**config.mk**
```make
export PLATFORM = sky130hd
export DESIGN_NAME = writeback_arbiter
export DESIGN_NICKNAME = d
export VERILOG_FILES = /design/src/rtl/writeback_pkg.sv /design/src/rtl/writeback_fifo.sv /design/src/rtl/writeback_arbiter.sv
export SDC_FILE = /design/constraint.sdc
export NUM_CORES = 1
export LEC_CHECK = 0
export BUFFER_PORTS_ARGS = -buffer_cell sky130_fd_sc_hd__buf_4
export CAP_MARGIN = 5
export CORE_MARGIN = 2
export CORE_UTILIZATION = 50
export DETAILED_ROUTE_END_ITERATION = 10
export MAX_ROUTING_LAYER = met4
export PLACE_DENSITY = 0.72
export SYNTH_ARGS = -nofsm -noshare
export SYNTH_HDL_FRONTEND = slang
export SYNTH_SLANG_ARGS = --single-unit
```
**constraint.sdc**
```tcl
create_clock -name clk -period 3.03 [get_ports clk]
set_clock_uncertainty 0.05 [all_clocks]
set_input_delay 0.4545 -clock clk [delete_from_list [all_inputs] [get_ports clk]]
set_output_delay 0.4545 -clock clk [all_outputs]
set_load 0.02 [all_outputs]
```
**src/rtl/writeback_pkg.sv**
```systemverilog
// Shared types and default sizing for the writeback arbiter and its source queues.
package writeback_pkg;

  typedef enum logic [1:0] {
    SRC_NONE,
    SRC_ALU,
    SRC_MEM
  } wb_src_t;

  localparam int unsigned DEFAULT_FIFO_DEPTH   = 2;
  localparam int unsigned DEFAULT_STARVE_LIMIT = 4;

endpackage

```
**src/rtl/writeback_fifo.sv**
```systemverilog
// Per-source result queue: in-order FIFO with wrapping pointers, a separate count,
// and a per-entry valid/select view so the top can build the pending-write mask.
module writeback_fifo
  import writeback_pkg::*;
#(
  parameter int unsigned DATA_WIDTH   = 32,
  parameter int unsigned SELECT_WIDTH = 5,
  parameter int unsigned FIFO_DEPTH   = DEFAULT_FIFO_DEPTH,
  localparam int unsigned COUNT_WIDTH = $clog2(FIFO_DEPTH + 1)
) (
  input  logic                               clk,
  input  logic                               rst,
  input  logic                               i_push,
  input  logic [SELECT_WIDTH-1:0]            i_push_select,
  input  logic [DATA_WIDTH-1:0]              i_push_data,
  output logic                               o_ready,
  input  logic                               i_pop,
  output logic [SELECT_WIDTH-1:0]            o_head_select,
  output logic [DATA_WIDTH-1:0]              o_head_data,
  output logic [COUNT_WIDTH-1:0]             o_count,
  output logic [FIFO_DEPTH-1:0]              o_entry_valid,
  output logic [FIFO_DEPTH*SELECT_WIDTH-1:0] o_entry_select
);

  localparam int unsigned PTR_WIDTH = (FIFO_DEPTH > 1) ? $clog2(FIFO_DEPTH) : 1;

  logic [SELECT_WIDTH-1:0] sel_q  [FIFO_DEPTH];
  logic [DATA_WIDTH-1:0]   data_q [FIFO_DEPTH];
  logic [PTR_WIDTH-1:0]    rd_ptr_q, rd_ptr_d;
  logic [PTR_WIDTH-1:0]    wr_ptr_q, wr_ptr_d;
  logic [COUNT_WIDTH-1:0]  count_q, count_d;
  logic                    push_en, pop_en;

  function automatic logic [PTR_WIDTH-1:0] ptr_inc(input logic [PTR_WIDTH-1:0] p);
    return (32'(p) == FIFO_DEPTH - 1) ? '0 : p + PTR_WIDTH'(1);
  endfunction

  // Ready depends on count only, so a same-cycle pop never admits a push.
  assign o_ready = (count_q < COUNT_WIDTH'(FIFO_DEPTH));
  assign push_en = i_push && o_ready;
  assign pop_en  = i_pop && (count_q != '0);

  always_comb begin
    rd_ptr_d = pop_en ? ptr_inc(rd_ptr_q) : rd_ptr_q;
    wr_ptr_d = push_en ? ptr_inc(wr_ptr_q) : wr_ptr_q;
    count_d  = count_q;
    if (push_en && !pop_en) begin
      count_d = count_q + COUNT_WIDTH'(1);
    end else if (!push_en && pop_en) begin
      count_d = count_q - COUNT_WIDTH'(1);
    end
  end

  always_ff @(posedge clk or posedge rst) begin
    if (rst) begin
      rd_ptr_q <= '0;
      wr_ptr_q <= '0;
      count_q  <= '0;
    end else begin
      rd_ptr_q <= rd_ptr_d;
      wr_ptr_q <= wr_ptr_d;
      count_q  <= count_d;
    end
  end

  always_ff @(posedge clk) begin
    if (push_en) begin
      sel_q[wr_ptr_q]  <= i_push_select;
      data_q[wr_ptr_q] <= i_push_data;
    end
  end

  assign o_head_select = sel_q[rd_ptr_q];
  assign o_head_data   = data_q[rd_ptr_q];
  assign o_count       = count_q;

  // Entry g is live when its distance from the read pointer is below the count.
  for (genvar g = 0; g < FIFO_DEPTH; g++) begin : g_entry
    assign o_entry_valid[g] =
        ((g + FIFO_DEPTH - 32'(rd_ptr_q)) % FIFO_DEPTH) < 32'(count_q);
    assign o_entry_select[g*SELECT_WIDTH +: SELECT_WIDTH] = sel_q[g];
  end

endmodule

```
**src/rtl/writeback_arbiter.sv**
```systemverilog
// Merges ALU and load results into the register bank's single write port, with a
// MEM-first priority, an ALU starvation guard, and a pending-write mask for hazards.
module writeback_arbiter
  import writeback_pkg::*;
#(
  parameter int unsigned DATA_WIDTH   = 32,
  parameter int unsigned NUM_REG      = 32,
  parameter int unsigned FIFO_DEPTH   = DEFAULT_FIFO_DEPTH,
  parameter int unsigned STARVE_LIMIT = DEFAULT_STARVE_LIMIT,
  localparam int unsigned SELECT_WIDTH = $clog2(NUM_REG)
) (
  input  logic                    clk,
  input  logic                    rst,
  input  logic                    i_alu_valid,
  output logic                    o_alu_ready,
  input  logic [SELECT_WIDTH-1:0] i_alu_select,
  input  logic [DATA_WIDTH-1:0]   i_alu_data,
  input  logic                    i_mem_valid,
  output logic                    o_mem_ready,
  input  logic [SELECT_WIDTH-1:0] i_mem_select,
  input  logic [DATA_WIDTH-1:0]   i_mem_data,
  output logic                    o_write_enable,
  output logic [SELECT_WIDTH-1:0] o_write_select,
  output logic [DATA_WIDTH-1:0]   o_write_data,
  output logic [NUM_REG-1:0]      o_pending
);

  localparam int unsigned COUNT_WIDTH  = $clog2(FIFO_DEPTH + 1);
  localparam int unsigned STARVE_WIDTH = (STARVE_LIMIT > 0) ? $clog2(STARVE_LIMIT + 1) : 1;

  logic [SELECT_WIDTH-1:0]            alu_head_select, mem_head_select, head_select;
  logic [DATA_WIDTH-1:0]              alu_head_data, mem_head_data, head_data;
  logic [COUNT_WIDTH-1:0]             alu_count, mem_count;
  logic [FIFO_DEPTH-1:0]              alu_entry_valid, mem_entry_valid;
  logic [FIFO_DEPTH*SELECT_WIDTH-1:0] alu_entry_select, mem_entry_select;
  logic                               alu_nonempty, mem_nonempty;
  wb_src_t                            winner;

  logic [STARVE_WIDTH-1:0] starve_q, starve_d;
  logic                    write_enable_q, write_enable_d;
  logic [SELECT_WIDTH-1:0] write_select_q, write_select_d;
  logic [DATA_WIDTH-1:0]   write_data_q, write_data_d;

  writeback_fifo #(
    .DATA_WIDTH  (DATA_WIDTH),
    .SELECT_WIDTH(SELECT_WIDTH),
    .FIFO_DEPTH  (FIFO_DEPTH)
  ) u_alu_fifo (
    .clk           (clk),
    .rst           (rst),
    .i_push        (i_alu_valid),
    .i_push_select (i_alu_select),
    .i_push_data   (i_alu_data),
    .o_ready       (o_alu_ready),
    .i_pop         (winner == SRC_ALU),
    .o_head_select (alu_head_select),
    .o_head_data   (alu_head_data),
    .o_count       (alu_count),
    .o_entry_valid (alu_entry_valid),
    .o_entry_select(alu_entry_select)
  );

  writeback_fifo #(
    .DATA_WIDTH  (DATA_WIDTH),
    .SELECT_WIDTH(SELECT_WIDTH),
    .FIFO_DEPTH  (FIFO_DEPTH)
  ) u_mem_fifo (
    .clk           (clk),
    .rst           (rst),
    .i_push        (i_mem_valid),
    .i_push_select (i_mem_select),
    .i_push_data   (i_mem_data),
    .o_ready       (o_mem_ready),
    .i_pop         (winner == SRC_MEM),
    .o_head_select (mem_head_select),
    .o_head_data   (mem_head_data),
    .o_count       (mem_count),
    .o_entry_valid (mem_entry_valid),
    .o_entry_select(mem_entry_select)
  );

  assign alu_nonempty = (alu_count != '0);
  assign mem_nonempty = (mem_count != '0);

  always_comb begin
    winner = SRC_NONE;
    if (alu_nonempty && mem_nonempty) begin
      winner = (starve_q == STARVE_WIDTH'(STARVE_LIMIT)) ? SRC_ALU : SRC_MEM;
    end else if (alu_nonempty) begin
      winner = SRC_ALU;
    end else if (mem_nonempty) begin
      winner = SRC_MEM;
    end
  end

  always_comb begin
    head_select = '0;
    head_data   = '0;
    unique case (winner)
      SRC_ALU: begin
        head_select = alu_head_select;
        head_data   = alu_head_data;
      end
      SRC_MEM: begin
        head_select = mem_head_select;
        head_data   = mem_head_data;
      end
      default: ;
    endcase
  end

  always_comb begin
    starve_d = '0;
    if (alu_nonempty && (winner != SRC_ALU)) begin
      starve_d = (starve_q == STARVE_WIDTH'(STARVE_LIMIT)) ? starve_q
                                                           : starve_q + STARVE_WIDTH'(1);
    end
  end

  // Out-of-range destinations still drain from the queue but never strobe the bank.
  always_comb begin
    write_enable_d = 1'b0;
    write_select_d = write_select_q;
    write_data_d   = write_data_q;
    if (winner != SRC_NONE) begin
      write_enable_d = (32'(head_select) < NUM_REG);
      write_select_d = head_select;
      write_data_d   = head_data;
    end
  end

  always_ff @(posedge clk or posedge rst) begin
    if (rst) begin
      starve_q       <= '0;
      write_enable_q <= 1'b0;
      write_select_q <= '0;
      write_data_q   <= '0;
    end else begin
      starve_q       <= starve_d;
      write_enable_q <= write_enable_d;
      write_select_q <= write_select_d;
      write_data_q   <= write_data_d;
    end
  end

  assign o_write_enable = write_enable_q;
  assign o_write_select = write_select_q;
  assign o_write_data   = write_data_q;

  always_comb begin
    logic [SELECT_WIDTH-1:0] sel;
    o_pending = '0;
    for (int unsigned i = 0; i < FIFO_DEPTH; i++) begin
      sel = alu_entry_select[i*SELECT_WIDTH +: SELECT_WIDTH];
      if (alu_entry_valid[i] && (32'(sel) < NUM_REG)) o_pending[sel] = 1'b1;
      sel = mem_entry_select[i*SELECT_WIDTH +: SELECT_WIDTH];
      if (mem_entry_valid[i] && (32'(sel) < NUM_REG)) o_pending[sel] = 1'b1;
    end
    if (write_enable_q) o_pending[write_select_q] = 1'b1;
  end

endmodule
```
After elaboration in Yosys (flattened, before gate mapping). Memories as Yosys holds them, arrays and structs flattened. Index checks and enable logic that the tools add are counted.

Flip-flop bits (word level): 49. Bits in writable memories: 148. Input port bits: 78. Output and inout bits: 72. Logic and storage cells: 112. Memories kept: 4.

Add/subtract/negate cells: 13. $lt $le $gt $ge: 16. Equal/unequal tests: 5. Multiplexer cells: 36. Bitwise operators: 4. Reduce and logical (&&, ||, !) cells: 24.

Memories: u_alu_fifo.data_q (words 2, bits a word 32, rd ports 1, clocked after memory_dff 0, write ports 1, line writeback_fifo.sv:28) `logic [DATA_WIDTH-1:0] data_q [FIFO_DEPTH];`; u_mem_fifo.data_q (words 2, bits a word 32, rd ports 1, clocked after memory_dff 0, write ports 1, line writeback_fifo.sv:28); u_alu_fifo.sel_q (words 2, bits a word 5, rd ports 3, clocked after memory_dff 0, write ports 1, line writeback_fifo.sv:27) `logic [SELECT_WIDTH-1:0] sel_q [FIFO_DEPTH];`; u_mem_fifo.sel_q (words 2, bits a word 5, rd ports 3, clocked after memory_dff 0, write ports 1, line writeback_fifo.sv:27).

Operator list (number): $mux W32 (5); $or A32 B32 Y32 (4); $pmux W32 S2 (1); $lt A5 B6 Y1 const B (5); $demux W1 S5 (5); $ge A5 B1 Y1 const B (5); $mux W2 (8); $logic_and A1 B1 Y1 (15); $mux W1 (14); $pmux W5 S2 (1); $reduce_bool A2 Y1 (5); $lt A1 B2 Y1 (4); $mux W3 (2); $add A1 B1 Y1 const B (4); $add A2 B1 Y2 const B (2); $logic_not A1 Y1 (4); $lt A2 B2 Y1 const B (2); $sub A1 B1 Y1 const A (4); $sub A2 B1 Y2 const B (2); $add A3 B1 Y3 const B (1); $eq A3 B3 Y1 const B (1); $eq A2 B1 Y1 const B (1); $eq A2 B2 Y1 const B (1); $ne A2 B1 Y1 const B (1); $ne A2 B2 Y1 const B (1).

Longest topological paths before layout. Gate-level depths: netlist of the first run.

Word-level depth: 13. Depth in mapped cells: 10. Depth with buffers taken out: 9.

By module. From an unflattened synthesis of the first run, not the netlist that was laid out.

Cell total of the unflattened synthesis: 638. Area, all modules: 9341.5 um2.

By module, submodules not included: writeback_fifo (instances 2, cells an instance 136, area an instance 3030.4 um2, sequential area each 2322.2 um2); writeback_arbiter (instances 1, cells an instance 366, area an instance 3280.6 um2, sequential area each 1026.0 um2).

Worst setup path after synthesis of the first run. OpenSTA, ideal clock, no wires.

Kind: register to register. Start point: register u_mem_fifo.count_q[1] (netlist: u_mem_fifo.o_count[1]). End point: memory u_mem_fifo.data_q[0][0], enable pin. Library setup time: 436 ps. Data arrival time: 2502 ps. Required time: 2544 ps. Slack: 42 ps. Stages on the path, launching flop included: 4. Buffers on the path: 1. Period minus slack after synthesis: 2988 ps. Cell sequence: dfrtp_1 > buf_2 > nor2b_1 > nor2b_1.

Cells in the longest elaborated chain, start to end: 4.

Ends and longest elaborated chain: start: declaration (line writeback_fifo.sv:31) `logic [COUNT_WIDTH-1:0] count_q, count_d;`; start signal: assignment (line writeback_fifo.sv:62) `count_q <= count_d;`; $lt A2 B2 Y1 (line writeback_fifo.sv:39) `assign o_ready = (count_q < COUNT_WIDTH'(FIFO_DEPTH));`; $logic_and A1 B1 Y1 (line writeback_fifo.sv:40) `assign push_en = i_push && o_ready;`; net u_mem_fifo.push_en (line writeback_fifo.sv:32) `logic push_en, pop_en;`; $mux W1 (line writeback_fifo.sv:67) `if (push_en) begin`; $mux W1 (not written as such) (line writeback_fifo.sv:69) `data_q[wr_ptr_q] <= i_push_data;`; end: declaration (line writeback_fifo.sv:28).

The timed path passes the listed nets, and every way through them passes these cells.

Worst setup path in the final report of the first run.
Start point: register u_alu_fifo.count_q[0] (netlist: u_alu_fifo.o_count[0]). End point: output o_pending[9].

Cells in the longest elaborated chain, start to end: 10. Elaborated cells on any way between the ends: 11.

Ends and longest elaborated chain: start: declaration (line writeback_fifo.sv:31); start signal: assignment (line writeback_fifo.sv:62); $lt A1 B2 Y1 (line writeback_fifo.sv:80) `((g + FIFO_DEPTH - 32'(rd_ptr_q)) % FIFO_DEPTH) < 32'(count_q);`; $mux W32 (line writeback_arbiter.sv:155) `if (alu_entry_valid[i] && (32'(sel) < NUM_REG)) o_pending[sel] = 1'b1;`; $or A32 B32 Y32 (no source line); $mux W32 (line writeback_arbiter.sv:157) `if (mem_entry_valid[i] && (32'(sel) < NUM_REG)) o_pending[sel] = 1'b1;`; $or A32 B32 Y32 (no source line); $mux W32 (*) (line writeback_arbiter.sv:155); $or A32 B32 Y32 (no source line); $mux W32 (*) (line writeback_arbiter.sv:157); $or A32 B32 Y32 (no source line); $mux W32 (*) (line writeback_arbiter.sv:159) `if (write_enable_q) o_pending[write_select_q] = 1'b1;`; end: declaration (line writeback_arbiter.sv:25) `output logic [NUM_REG-1:0] o_pending`.

Mark *: on every way between the ends. The rest lies on a longest branch, timed or not.

==> results.py, run 1 <==
metrics = {
    "critical_path": {
        "crit_slowest_cell": "o21ai_1",
        "critPathLaunch": "u_alu_fifo.o_count[0]",
        "path_class": "flop to output pin",
        "cp-start-kind": "flop",
        "reg2reg_from": "u_alu_fifo.o_count[1]",
        "critical_path_buf_inv_count": 1,
        "end_kind": "output pin",
        "slowest_delay_ns": 0.57,
        "r2r_slack_ns": 0.79,
        "critical_path_arrival_ns": 2.37,
        "critical_path.top_delay_family": "compound AO/OA/AOI/OAI gates",
        "cp_max_fo": 8,
        "crit_required_ns": 2.53,
        "worstPathCellList": "nor2b_4 -> o21ai_1 -> o22ai_1 -> a211o_1 -> buf_4",
    },
    "finish": {
        "nFillCells": 1415,
        "drive_gt1_frac": 0.313,
        "ff_latch_area_mm2": 0.00567,
        "syn_to_final_growth_pct": 21.5,
        "finish.utilization": 0.618,
        "n_antenna_cell": 0,
        "final_nets": 894,
        "multi_input_area_mm2": 0.00316,
    },
    "flow_run": {
        "max-cap-violations": 0,
    },
    "route": {
        "wl_per_cell_um": 22.4,
        "drtPass1Iterations": 5,
        "totalWireLength_um": 23600,
        "drc_errors": 0,
        "drtAntennaViolNets": 0,
        "dr.first_iter.drc_count": 448,
        "num_vias": 6156,
        "viasPerCell": 5.84,
    },
    "yosys": {
        "synthSimpleGateAreaFrac": 0.0944,
        "syn_area_mm2": 0.00911,
        "synthXorXnorAreaFrac": 0.0106,
        "synth_seq_area_share": 0.623,
        "yosys.cell_types.count": 57,
        "netlist_instances": 670,
        "yosys_warnings": 0,
        "syn_nets": 752,
        "synth_top_family_by_area": "multiplexers",
        "synth_compound_area_frac": 0.105,
        "synth_top_area_cell": "edfxtp_1",
        "synth_top_area_frac": 0.488,
        "ys_async_sr_fraction": 0.249,
        "synth-edff-count": 148,
        "ys_top_cells_by_count": "edfxtp_1 (148), mux2i_1 (74), dfrtp_1 (49), nand2_1 (49), mux2_2 (37)",
        "synthAdderAreaFrac": 0.00550,
        "ys.flop_type": "edfxtp_1",
        "synth-seq-cells": 197,
        "synthTopCellsByArea": "edfxtp_1 (49%), dfrtp_1 (13%), mux2i_1 (8.1%)",
        "synth_area_per_cell_um2": 13.6,
        "yosysMostFrequentCell": "edfxtp_1",
        "synthMuxAreaShare": 0.127,
    },
    "power": {
        "ir_drop_v": 0.000584,
        "switchingPower_mw": 4.30,
        "internal_power_mw": 6.80,
        "power_mw": 11.1,
        "power_frac_clock": 0.205,
        "pwr-share-comb": 0.410,
        "power_density_mw_per_mm2": 1000,
        "power_frac_seq": 0.385,
        "swShare": 0.388,
        "leakagePower_nw": 4.38,
    },
    "placed_design": {
        "port_buffers": 149,
        "dp_hpwl_um": 16600,
        "gp_congestion": 0.882,
    },
    "floorplan": {
        "fp.dieH_um": 139,
        "rows": 49,
        "dieArea_mm2": 0.0193,
        "die_w_um": 139,
        "design.core.area_mm2": 0.0179,
        "ios": 150,
        "start_util": 0.509,
    },
    "sta": {
        "fin_crit_sh": 0.949,
        "slew_headroom": 0.456,
        "tightest_slew_ns": 0.814,
        "holdWs_ns": 0.136,
        "hold_viol": 0,
        "tns_ns": 0,
        "rsz0062_at_grt": "false",
        "max_freq_ghz": 0.348,
        "min_period_ns": 2.88,
        "finalMaxSlewViolations": 0,
        "setup_viol_count_final": 0,
    },
    "clock_network": {
        "cts_setup_buffers": 0,
        "clk_latency_ns": 0.43,
        "cts_max_path_buffers": 2,
        "cts_buffers": 17,
        "postCtsHoldBufs": 0,
        "tritoncts": "built",
        "h-tree-depth": 4,
        "path_clk_slew_ns": 0.08,
        "clock-root-buffer": "clkbuf_16",
        "cts.sinks": 197,
        "ctsResizeCount": 0,
    },
    "hold_path": {
        "hold_class": "input pin to asynchronous set/reset pin",
    },
    "global_route": {
        "grt_overflow_total": 0,
        "grt_pass1_vias": 6375,
        "antenna_found_initial": 0,
        "grt_max_degree": 49,
        "grt_pass1_wl_um": 36500,
        "gr-usage-all-layers": 0.252,
    },
    "run_status": {
        "outcome": "completed",
    },
}
-- per-stage QoR --
| step | setup slack (ns) | area (µm²) | std cells |
|---|---|---|---|
| after detailed placement | 0.613 | 10500 | 1022 |
| final | 0.153 | 11100 | 1054 |
| after CTS | 0.144 | 11100 | 1054 |
| after global routing | 0.00451 | 11100 | 1054 |
| after floorplan | 0.0424 | 9110 | 670 |
| after global placement | 0.661 | 10500 | 1022 |
-- worst paths after layout --
kind / to / cells past startpoint
hold reg to reg: starve_q[0] / 1
setup / recovery: o_pending[9] / 5
hold / removal: o_write_data[27] / 2
setup reg to reg: o_write_data[18] / 5
max in group asynchronous: o_write_data[7] / 3
min in group clk: u_alu_fifo.data_q[0][10] / 1
-- power by group through the flow --
stage / Combinational, mW / Sequential [mW] / Clock (mW)
floorplan: 2.94 / 4.34 / 0
global placement: 4.50 / 4.29 / 0
detailed placement: 4.57 / 4.32 / 0
CTS: 4.59 / 4.27 / 2.32
global route: 4.87 / 4.36 / 2.43
finish: 4.55 / 4.28 / 2.28
-- placed cells by master, fill, tap and decap left out, drive strengths merged, types with 14 or more instances in the layout --
cell type / netlist / routed
o22ai: 27 / 27
nand3b: 14 / 14
nand2: 49 / 49
o21ai: 45 / 45
dfrtp: 49 / 49
inv: 14 / 24
nor2: 19 / 19
buf: 28 / 165
clkbuf: 14 / 17
mux2: 37 / 37
mux2i: 74 / 74
edfxtp: 148 / 148
-- cells by family (layout without fill, tap and decap cells) --
group,count (synthesis),count (layout)
compound gates,137,137
xor+xnor,11,11
fa+ha+maj,4,4
buf+inv,56,211
flops,197,197
mux,111,111
simple gates,154,154
-- area by class of cell --
class,count,share of cell area
Clock buffer,17,0.0384
Clock inverter,15,0.0170
Inverter,14,0.00475
Multi-Input combinational cell,417,0.285
Sequential cell,197,0.512
Tap cell,229,0.0259
Timing Repair Buffer,165,0.116
-- routing by layer --
metal,global-route usage,part of all wire
met5,-,0
met2,0.411,0.49
met3,0.0521,0.063
met1,0.325,0.43
met4,0.0680,0.014
-- sequential cells by signal, indices dropped and copies added, names as in the netlist, 2 cells and up --
signal / flops
u_alu_fifo.data_q: 64
u_mem_fifo.data_q: 64
o_write_data: 32
u_alu_fifo.sel_q: 10
u_mem_fifo.sel_q: 10
o_write_select: 5
starve_q: 3
u_alu_fifo.o_count: 2
u_mem_fifo.o_count: 2
-- worst register-to-register path, stage by stage, from the launching register on --
cell	delay (ns)
dfrtp_1	0.61
nor2_1	0.16
nor2_4	0.49
buf_12	0.29
mux2_2	0.37
o21ai_0	0.20
Note: power is estimated with default switching activity, not from simulation.
==> run 2: changes to the inputs <==
- RECOVER_POWER: default -> 25
==> results.py, run 2 (synthesized netlist as in run 1, its figures left out) <==
metrics = {
    "flow_run": {
        "max-cap-violations": 0,
    },
    "clock_network": {
        "cts_buffers": 17,
        "cts.sinks": 197,
        "postCtsHoldBufs": 0,
        "cts_setup_buffers": 0,
        "clock-root-buffer": "clkbuf_16",
        "clk_latency_ns": 0.43,
        "cts_max_path_buffers": 2,
        "h-tree-depth": 4,
        "ctsResizeCount": 0,
        "path_clk_slew_ns": 0.08,
        "tritoncts": "built",
    },
    "floorplan": {
        "start_util": 0.509,
        "die_w_um": 139,
        "ios": 150,
        "dieArea_mm2": 0.0193,
        "design.core.area_mm2": 0.0179,
        "rows": 49,
        "fp.dieH_um": 139,
    },
    "critical_path": {
        "cp_max_fo": 8,
        "slowest_delay_ns": 0.58,
        "r2r_slack_ns": 0.80,
        "critical_path_buf_inv_count": 1,
        "crit_slowest_cell": "o21ai_1",
        "critical_path_arrival_ns": 2.39,
        "cp-start-kind": "flop",
        "ff2ff_path_depth": 5,
        "critical_path.top_delay_family": "compound AO/OA/AOI/OAI gates",
        "path_class": "flop to output pin",
        "worst-path-stages": 5,
        "crit_required_ns": 2.53,
        "end_kind": "output pin",
        "worstPathCellList": "nor2b_4 -> o21ai_1 -> o22ai_1 -> a211o_1 -> buf_4",
    },
    "sta": {
        "max_freq_ghz": 0.346,
        "hold_viol": 0,
        "slew_headroom": 0.450,
        "rsz0062_at_grt": "false",
        "tns_ns": 0,
        "min_period_ns": 2.89,
        "finalMaxSlewViolations": 0,
        "tightest_slew_ns": 0.823,
        "fin_crit_sh": 0.954,
        "setup_viol_count_final": 0,
    },
    "finish": {
        "final_cell_mix": "edfxtp_1 (148), buf_4 (99), mux2i_1 (74)",
        "ff_latch_area_mm2": 0.00567,
        "multi_input_area_mm2": 0.00316,
        "final_nets": 894,
        "syn_to_final_growth_pct": 20.9,
        "nFillCells": 1435,
        "final_common_cell": "edfxtp_1",
        "drive_gt1_frac": 0.292,
    },
    "route": {
        "wl_per_cell_um": 22.4,
        "num_vias": 6168,
        "dr.first_iter.drc_count": 456,
        "totalWireLength_um": 23600,
        "viasPerCell": 5.85,
        "drtPass1Iterations": 6,
        "drc_errors": 0,
        "drtAntennaViolNets": 0,
    },
    "power": {
        "power_mw": 11.1,
        "ir_drop_v": 0.000583,
        "leakagePower_nw": 4.31,
        "power_density_mw_per_mm2": 1010,
    },
    "global_route": {
        "grt_pass1_wl_um": 36500,
        "grt_max_degree": 49,
        "grt_pass1_vias": 6375,
        "antenna_found_initial": 1,
        "gr-usage-all-layers": 0.252,
        "grt_overflow_total": 0,
    },
    "placed_design": {
        "port_buffers": 149,
        "dp_hpwl_um": 16600,
        "gp_congestion": 0.882,
    },
    "run_status": {
        "outcome": "completed",
    },
    "hold_path": {
        "hold_class": "input pin to asynchronous set/reset pin",
    },
}
run 2: area by class of cell:
cell class	instances	area share
flip-flops and latches	197	0.515
multi-input cells	417	0.287
repair buffers	165	0.111
clock buffers	17	0.0386
well taps	229	0.0260
clock inverters	15	0.0170
inverters	14	0.00477
diodes	1	0.000227
run 2: where the power goes:
| group | leakage (nW) | switching [mW] | internal (mW) |
|---|---|---|---|
| logic | 2.07 | 2.57 | 1.96 |
| clock network | 0.301 | 1.14 | 1.14 |
| registers | 1.93 | 0.589 | 3.69 |
| total | 4.31 | 4.30 | 6.79 |
run 2: worst reg2reg max path: stages (launching register included):
cell,delay [ns]
dfrtp_1,0.62
nor2_1,0.16
nor2_4,0.49
buf_12,0.28
mux2_2,0.36
o21ai_0,0.19
run 2: per-stage QoR:
step	setup WS, ns	area [µm²]	cells	util	hold slack (ns)
floorplan	0.0424	9110	670	-	0.382
global placement	0.661	10500	1022	0.584	0.394
detailed placement	0.613	10500	1022	0.584	0.416
CTS	0.144	11100	1054	0.618	0.132
global route	0.00451	11000	1055	0.615	0.152
finish	0.138	11000	1055	0.615	0.141
run 2: final timing paths:
check	to	start
max in group asynchronous	o_write_data[7]	rst
min in group clk	u_alu_fifo.sel_q[0][1]	i_alu_select[1]
worst min-delay path	o_write_data[27]	rst
worst max-delay path	o_pending[9]	u_alu_fifo.o_count[0]
worst min register to register	starve_q[0]	starve_q[0]
worst max register to register	o_write_data[18]	u_alu_fifo.o_count[1]
run 2: metal layers:
layer / wire length, µm / GRT usage
met1: 10200 / 0.325
met5: 0 / -
met4: 364 / 0.0680
met3: 1490 / 0.0521
met2: 11600 / 0.411
